**config.mk**
```make
export PLATFORM = sky130hd
export DESIGN_NAME = wide_add_seq
export DESIGN_NICKNAME = d
export VERILOG_FILES = /design/src/rtl/wide_add_pkg.sv /design/src/rtl/cla_slice.sv /design/src/rtl/wide_add_seq.sv
export SDC_FILE = /design/constraint.sdc
export NUM_CORES = 1
export LEC_CHECK = 0
export CORE_MARGIN = 2
export CORE_UTILIZATION = 35
export CTS_CLUSTER_DIAMETER = 200
export DETAILED_ROUTE_END_ITERATION = 7
export HOLD_SLACK_MARGIN = 0.06
export PLACE_DENSITY_LB_ADDON = 0.12
export SETUP_SLACK_MARGIN = 0.05
export SLEW_MARGIN = 40
export SYNTH_ARGS = -nofsm -noshare
export SYNTH_HDL_FRONTEND = slang
export SYNTH_SLANG_ARGS = --single-unit
export TNS_END_PERCENT = 10
```
**constraint.sdc**
```tcl
create_clock -name clk -period 7.2 [get_ports clk]
set_clock_uncertainty 0.05 [all_clocks]
set_input_delay 0.72 -clock clk [delete_from_list [all_inputs] [get_ports clk]]
set_output_delay 0.72 -clock clk [all_outputs]
set_load 0.02 [all_outputs]
```
**src/rtl/wide_add_pkg.sv**
```systemverilog
// rtl/wide_add_pkg.sv - shared types and defaults for the wide_add_seq sequential adder
`timescale 1ns/1ps
package wide_add_pkg;

   localparam int SLICE_W_DEF = 16;
   localparam int NSLICE_DEF  = 4;

   typedef enum logic [1:0] {
      IDLE = 2'd0,
      RUN  = 2'd1,
      DONE = 2'd2
   } state_t;

   // A single-slice build still needs a 1-bit index register.
   function automatic int idx_width(input int n);
      return (n > 1) ? $clog2(n) : 1;
   endfunction

endpackage

```
**src/rtl/cla_slice.sv**
```systemverilog
// rtl/cla_slice.sv - combinational SLICE_W-bit carry-lookahead adder from 4-bit G/P groups
`timescale 1ns/1ps
module cla_slice #(
   parameter int SLICE_W = 16
) (
   input  logic [SLICE_W-1:0] a,
   input  logic [SLICE_W-1:0] b,
   input  logic               cin,
   output logic [SLICE_W-1:0] sum,
   output logic               cout,
   output logic               cmsb
);

   localparam int NG = SLICE_W / 4;

   logic [SLICE_W-1:0] g;
   logic [SLICE_W-1:0] p;
   logic [SLICE_W:0]   c;

   assign g = a & b;
   assign p = a ^ b;

   // Carries inside a group are fully expanded; group carries chain via group G/P.
   always_comb begin
      c    = '0;
      c[0] = cin;
      for (int k = 0; k < NG; k++) begin
         logic [3:0] g4;
         logic [3:0] p4;
         logic       c0;
         g4 = g[4*k +: 4];
         p4 = p[4*k +: 4];
         c0 = c[4*k];
         c[4*k+1] = g4[0] | (p4[0] & c0);
         c[4*k+2] = g4[1] | (p4[1] & g4[0]) | (&p4[1:0] & c0);
         c[4*k+3] = g4[2] | (p4[2] & g4[1]) | (&p4[2:1] & g4[0]) | (&p4[2:0] & c0);
         c[4*k+4] = (g4[3] | (p4[3] & g4[2]) | (&p4[3:2] & g4[1]) | (&p4[3:1] & g4[0]))
                  | (&p4 & c0);
      end
   end

   assign sum  = p ^ c[SLICE_W-1:0];
   assign cout = c[SLICE_W];
   assign cmsb = c[SLICE_W-1];

endmodule

```
**src/rtl/wide_add_seq.sv**
```systemverilog
// rtl/wide_add_seq.sv - multi-cycle wide adder, one shared CLA slice per cycle; WIDE_ADD_SUB_EN adds subtract
`timescale 1ns/1ps
module wide_add_seq
   import wide_add_pkg::*;
#(
   parameter int SLICE_W = SLICE_W_DEF,
   parameter int NSLICE  = NSLICE_DEF,
   localparam int WIDTH  = SLICE_W * NSLICE
) (
   input  logic             clk,
   input  logic             rst,
   input  logic             in_valid,
   output logic             in_ready,
   input  logic [WIDTH-1:0] a,
   input  logic [WIDTH-1:0] b,
   input  logic             cin,
`ifdef WIDE_ADD_SUB_EN
   input  logic             sub,
`endif
   output logic             out_valid,
   input  logic             out_ready,
   output logic [WIDTH-1:0] sum,
   output logic             cout,
   output logic             ovf
);

   localparam int IW = idx_width(NSLICE);

   state_t             state, state_nxt;
   logic [WIDTH-1:0]   a_q, b_q;
   logic               carry_q;
   logic [IW-1:0]      idx;
   logic               last;
   logic [WIDTH-1:0]   b_eff;
   logic               cin_eff;
   logic [SLICE_W-1:0] sa, sb, ss;
   logic               sc, smsb;

`ifdef WIDE_ADD_SUB_EN
   assign b_eff   = sub ? ~b : b;
   assign cin_eff = sub | cin;
`else
   assign b_eff   = b;
   assign cin_eff = cin;
`endif

   assign last = (idx == IW'(NSLICE - 1));
   assign sa   = a_q[idx*SLICE_W +: SLICE_W];
   assign sb   = b_q[idx*SLICE_W +: SLICE_W];

   cla_slice #(.SLICE_W(SLICE_W)) u_slice (
      .a    (sa),
      .b    (sb),
      .cin  (carry_q),
      .sum  (ss),
      .cout (sc),
      .cmsb (smsb)
   );

   always_ff @(posedge clk or posedge rst) begin
      if (rst) state <= IDLE;
      else     state <= state_nxt;
   end

   // in_ready decodes registered state only; rst masks it while reset is held.
   always_comb begin
      state_nxt = state;
      in_ready  = 1'b0;
      out_valid = 1'b0;
      case (state)
         IDLE: begin
            in_ready = ~rst;
            if (in_valid) state_nxt = RUN;
         end
         RUN: begin
            if (last) state_nxt = DONE;
         end
         DONE: begin
            out_valid = 1'b1;
            if (out_ready) state_nxt = IDLE;
         end
         default: state_nxt = IDLE;
      endcase
   end

   always_ff @(posedge clk or posedge rst) begin
      if (rst) begin
         a_q     <= '0;
         b_q     <= '0;
         carry_q <= 1'b0;
         idx     <= '0;
         sum     <= '0;
         cout    <= 1'b0;
         ovf     <= 1'b0;
      end else begin
         case (state)
            IDLE: begin
               if (in_valid) begin
                  a_q     <= a;
                  b_q     <= b_eff;
                  carry_q <= cin_eff;
                  idx     <= '0;
               end
            end
            RUN: begin
               sum[idx*SLICE_W +: SLICE_W] <= ss;
               carry_q <= sc;
               if (last) begin
                  cout <= sc;
                  ovf  <= sc ^ smsb;
               end else begin
                  idx <= idx + 1'b1;
               end
            end
            default: ;
         endcase
      end
   end

endmodule
```
==> metrics.md <==
| Metric | Value |
|---|---|
| Status | completed |
| CTS Hold Bufs | 0 |
| Synthesis Warnings | 0 |
| Crit path DAT | 4.59 ns |
| Standard-cell rows | 58 |
| RSZ-0062 raised after global routing | false |
| Core area | 25200 µm² |
| Slew Limit Fails | 0 |
| Clock tree from TritonCTS | yes |
| Total track usage | 17.5% |
| Post-synth EDFFs | 0 |
| Final WL | 22900 µm |
| Yosys reg bits | 199 |
| Pint | 3.68 mW |
| Crit path max fanout | 24 |
| Clk root buf | clkbuf_16 |
| First-pass GRT wire length | 35700 µm |
| Post-synth top flop | dfrtp_1 |
| Mean Syn Cell Area | 14.4 µm² |
| Net count, final | 973 |
| Residual DRC | 0 |
| Worst Path Required | 7.49 ns |
| Post-layout min period | 4.30 ns |
| Setup crit start kind | register |
| Largest net degree at the start of global routing | 112 |
| Synthesized area | 8950 µm² |
| Fillers | 2183 |
| Post-route cell area | 11900 µm² |
| DR vias | 5924 |
| Synth Instances | 621 |
| Top cell type's share of synthesized area | 55.6% |
| Clk_lat worst skew | 0.43 ns |
| Sequential power share | 30.7% |
| GPL Wtd Cong | 0.804 |
| H-tree levels | 4 |
| Worst min path class | reg2reg |
| Cell taking the most area after synthesis | dfrtp_1 |
| Fraction of registers with async set/reset | 100% |
| Die Ht | 164 µm |
| Pre-CTS setup slack | 2.83 ns |
| Fin Setup TNS | 0 ns |
| Clock power share | 15.0% |
| Vias in the first global route | 6281 |
| Starting Density | 35.6% |
| Die ar. | 26900 µm² |
| Sink Count | 199 |
| Ant. Diodes | 0 |
| Final worst path period share | 59.8% |
| Cts bufs inserted | 17 |
| Final setup viols | 0 |
| PwrDens | 536 nW/µm² |
| Register clock-pin slew on the reported worst setup and hold paths | 0.08 ns |
| Final Hold Vio Count | 0 |
| Worst-margin pin slew | 0.778 ns |
| Via/cell ratio | 5.12 |
| I/O Buffers | 200 |
| Pre-antenna DRT Iters | 6 |
| Syn_nets | 780 |
| Final HPWL DP | 16800 µm |
| Net Sw Frac | 42.2% |
| Psw | 2.68 mW |
| Setup CP Type | reg2reg |
| Maximum VDD drop | 260 µV |
| Final WS setup | 2.90 ns |
| Total grt overflow | 0 |
| Antenna-violating nets left | 0 |
| Distinct cells, synth | 53 |
| Layout overhead on the synthesized area | 32.6% |
| Nature of the critical path endpoint | register |
| Post-CTS sizing | 0 |
| First DRT Iteration DRCs | 356 |
| Initial antenna violation count | 0 |
| I/O pin cnt | 201 |
| Relative slew slack | 47.7% |
| Max Buffers Root-to-Sink | 2 |
| Share of layout cells above drive strength 1 | 26.5% |
| Die extent in x | 164 µm |
| Top cells by area, synth | dfrtp_1 56%, mux2_2 16%, mux4_2 8.1% |
| Lkg Pwr | 4.87 nW |
| Logic pwr share | 54.3% |
| Routed len/inst | 19.8 µm |
| Max-Cap Viols | 0 |
| Register area share after synthesis | 55.6% |
| Placed inst area | 11300 µm² |
| FMAX | 232 MHz |
| Setup bufs post-CTS | 0 |
[layout make-up]
class,instances,area (µm²),area share (%)
timing repair buffer,204,2050,17.2
inverter,11,53.8,0.453
clock inverter,15,165,1.39
clock buffer,17,425,3.58
sequential,199,4980,42.0
tap,330,413,3.48
multi-input combinational,381,3780,31.9
[registers in the layout, indices dropped and copies added (netlist names)]
signal   cells
b_q         64
sum         64
cout         1
carry_q      1
state        2
idx          2
ovf          1
a_q         64
[routing by layer]
metal,track usage [%],vias to the layer above,wire length [µm]
li1,-,2686,-
met5,0,-,0
met4,4.78,0,271
met3,3.13,17,1170
met1,24.5,3046,10700
met2,28.3,175,10800
[cell usage after synthesis (2+ instances only)]
| master | number |
|---|---|
| a22o_1 | 32 |
| xor2_1 | 3 |
| xnor2_1 | 6 |
| o21ai_0 | 21 |
| mux2_2 | 128 |
| ha_1 | 22 |
| mux4_2 | 32 |
| a21oi_2 | 2 |
| nor2_1 | 7 |
| a21oi_1 | 12 |
| nand2_2 | 5 |
| o21a_1 | 4 |
| clkbuf_1 | 14 |
| nand2b_1 | 2 |
| o21ai_1 | 18 |
| or4_1 | 2 |
| inv_1 | 11 |
| nor2b_1 | 2 |
| or3_1 | 5 |
| dfrtp_1 | 199 |
| fa_1 | 4 |
| clkbuf_8 | 2 |
| nor3_1 | 4 |
| nand2_1 | 36 |
| nand3_1 | 6 |
| buf_6 | 2 |
| a211oi_1 | 2 |
| buf_2 | 12 |
| or2_2 | 2 |
[critical path, cell delays in order, from the launching register on]
cell and delay [ns]:
dfrtp_2 0.71, buf_4 0.54, mux4_2 0.57, ha_1 0.38, a21oi_1 0.20, o21ai_0 0.18
and2b_1 0.25, or3_1 0.39, a21oi_1 0.23, fa_1 0.50, o21ai_0 0.19
[metrics by stage]
step / std cells / power, mW / hold WS, ns / util, %
after detailed placement: 1125 / 5.48 / 0.422 / 44.7
after CTS: 1157 / 6.45 / 0.439 / 47.1
final: 1157 / 6.37 / 0.437 / 47.1
after global routing: 1157 / 6.84 / 0.447 / 47.1
after floorplan: 621 / 4.26 / 0.425 / -
after global placement: 1125 / 5.36 / 0.426 / 44.7
[layout by cell type (no fill, tap or decap), types with 3 or more instances in the layout]
| master | netlist | routed |
|---|---|---|
| a21oi_1 | 12 | 12 |
| a22o_1 | 32 | 32 |
| clkbuf_16 | 0 | 17 |
| clkdlybuf4s50_1 | 0 | 200 |
| clkinv_8 | 0 | 3 |
| dfrtp_1 | 199 | 197 |
| fa_1 | 4 | 4 |
| ha_1 | 22 | 22 |
| inv_1 | 11 | 10 |
| inv_6 | 0 | 4 |
| inv_8 | 0 | 3 |
| mux2_2 | 128 | 128 |
| mux4_2 | 32 | 32 |
| nand2_1 | 36 | 36 |
| nand2_2 | 5 | 5 |
| nand3_1 | 6 | 6 |
| nor2_1 | 7 | 7 |
| nor3_1 | 4 | 4 |
| o21a_1 | 4 | 4 |
| o21ai_0 | 21 | 21 |
| o21ai_1 | 18 | 18 |
| or3_1 | 5 | 5 |
| xnor2_1 | 6 | 6 |
| xor2_1 | 3 | 3 |
[cells by family (layout without fill, tap and decap cells)]
logic type | after synthesis | in the layout | synth area share (%)
compound gates | 102 | 102 | 7.81
xor+xnor | 9 | 9 | 0.881
fa+ha+maj | 26 | 26 | 3.97
buf+inv | 41 | 247 | 2.28
flops | 199 | 199 | 55.6
mux | 160 | 160 | 24.2
simple gates | 84 | 84 | 5.28
[power by group through the flow]
stage | registers (mW) | logic [mW] | clock network, mW
detailed placement | 1.99 | 3.49 | 0
finish | 1.96 | 3.45 | 0.955
floorplan | 1.97 | 2.28 | 0
CTS | 1.97 | 3.51 | 0.977
global placement | 1.96 | 3.39 | 0
global route | 2.03 | 3.80 | 1.02
[path summary, 6_finish.rpt]
check                              from  endpoint  slack [ns]  cells past startpoint
worst max-delay path             idx[0]   sum[12]        2.90                     10
worst min-delay path            sum[17]   sum[17]        0.44                      2
worst max register to register   idx[0]   sum[12]        2.90                     10
worst min register to register  sum[17]   sum[17]        0.44                      2
max in group asynchronous           rst   sum[35]        5.11                      3
min in group asynchronous           rst   sum[15]        0.72                      2
No activity file was read; power rests on OpenSTA's default activity.
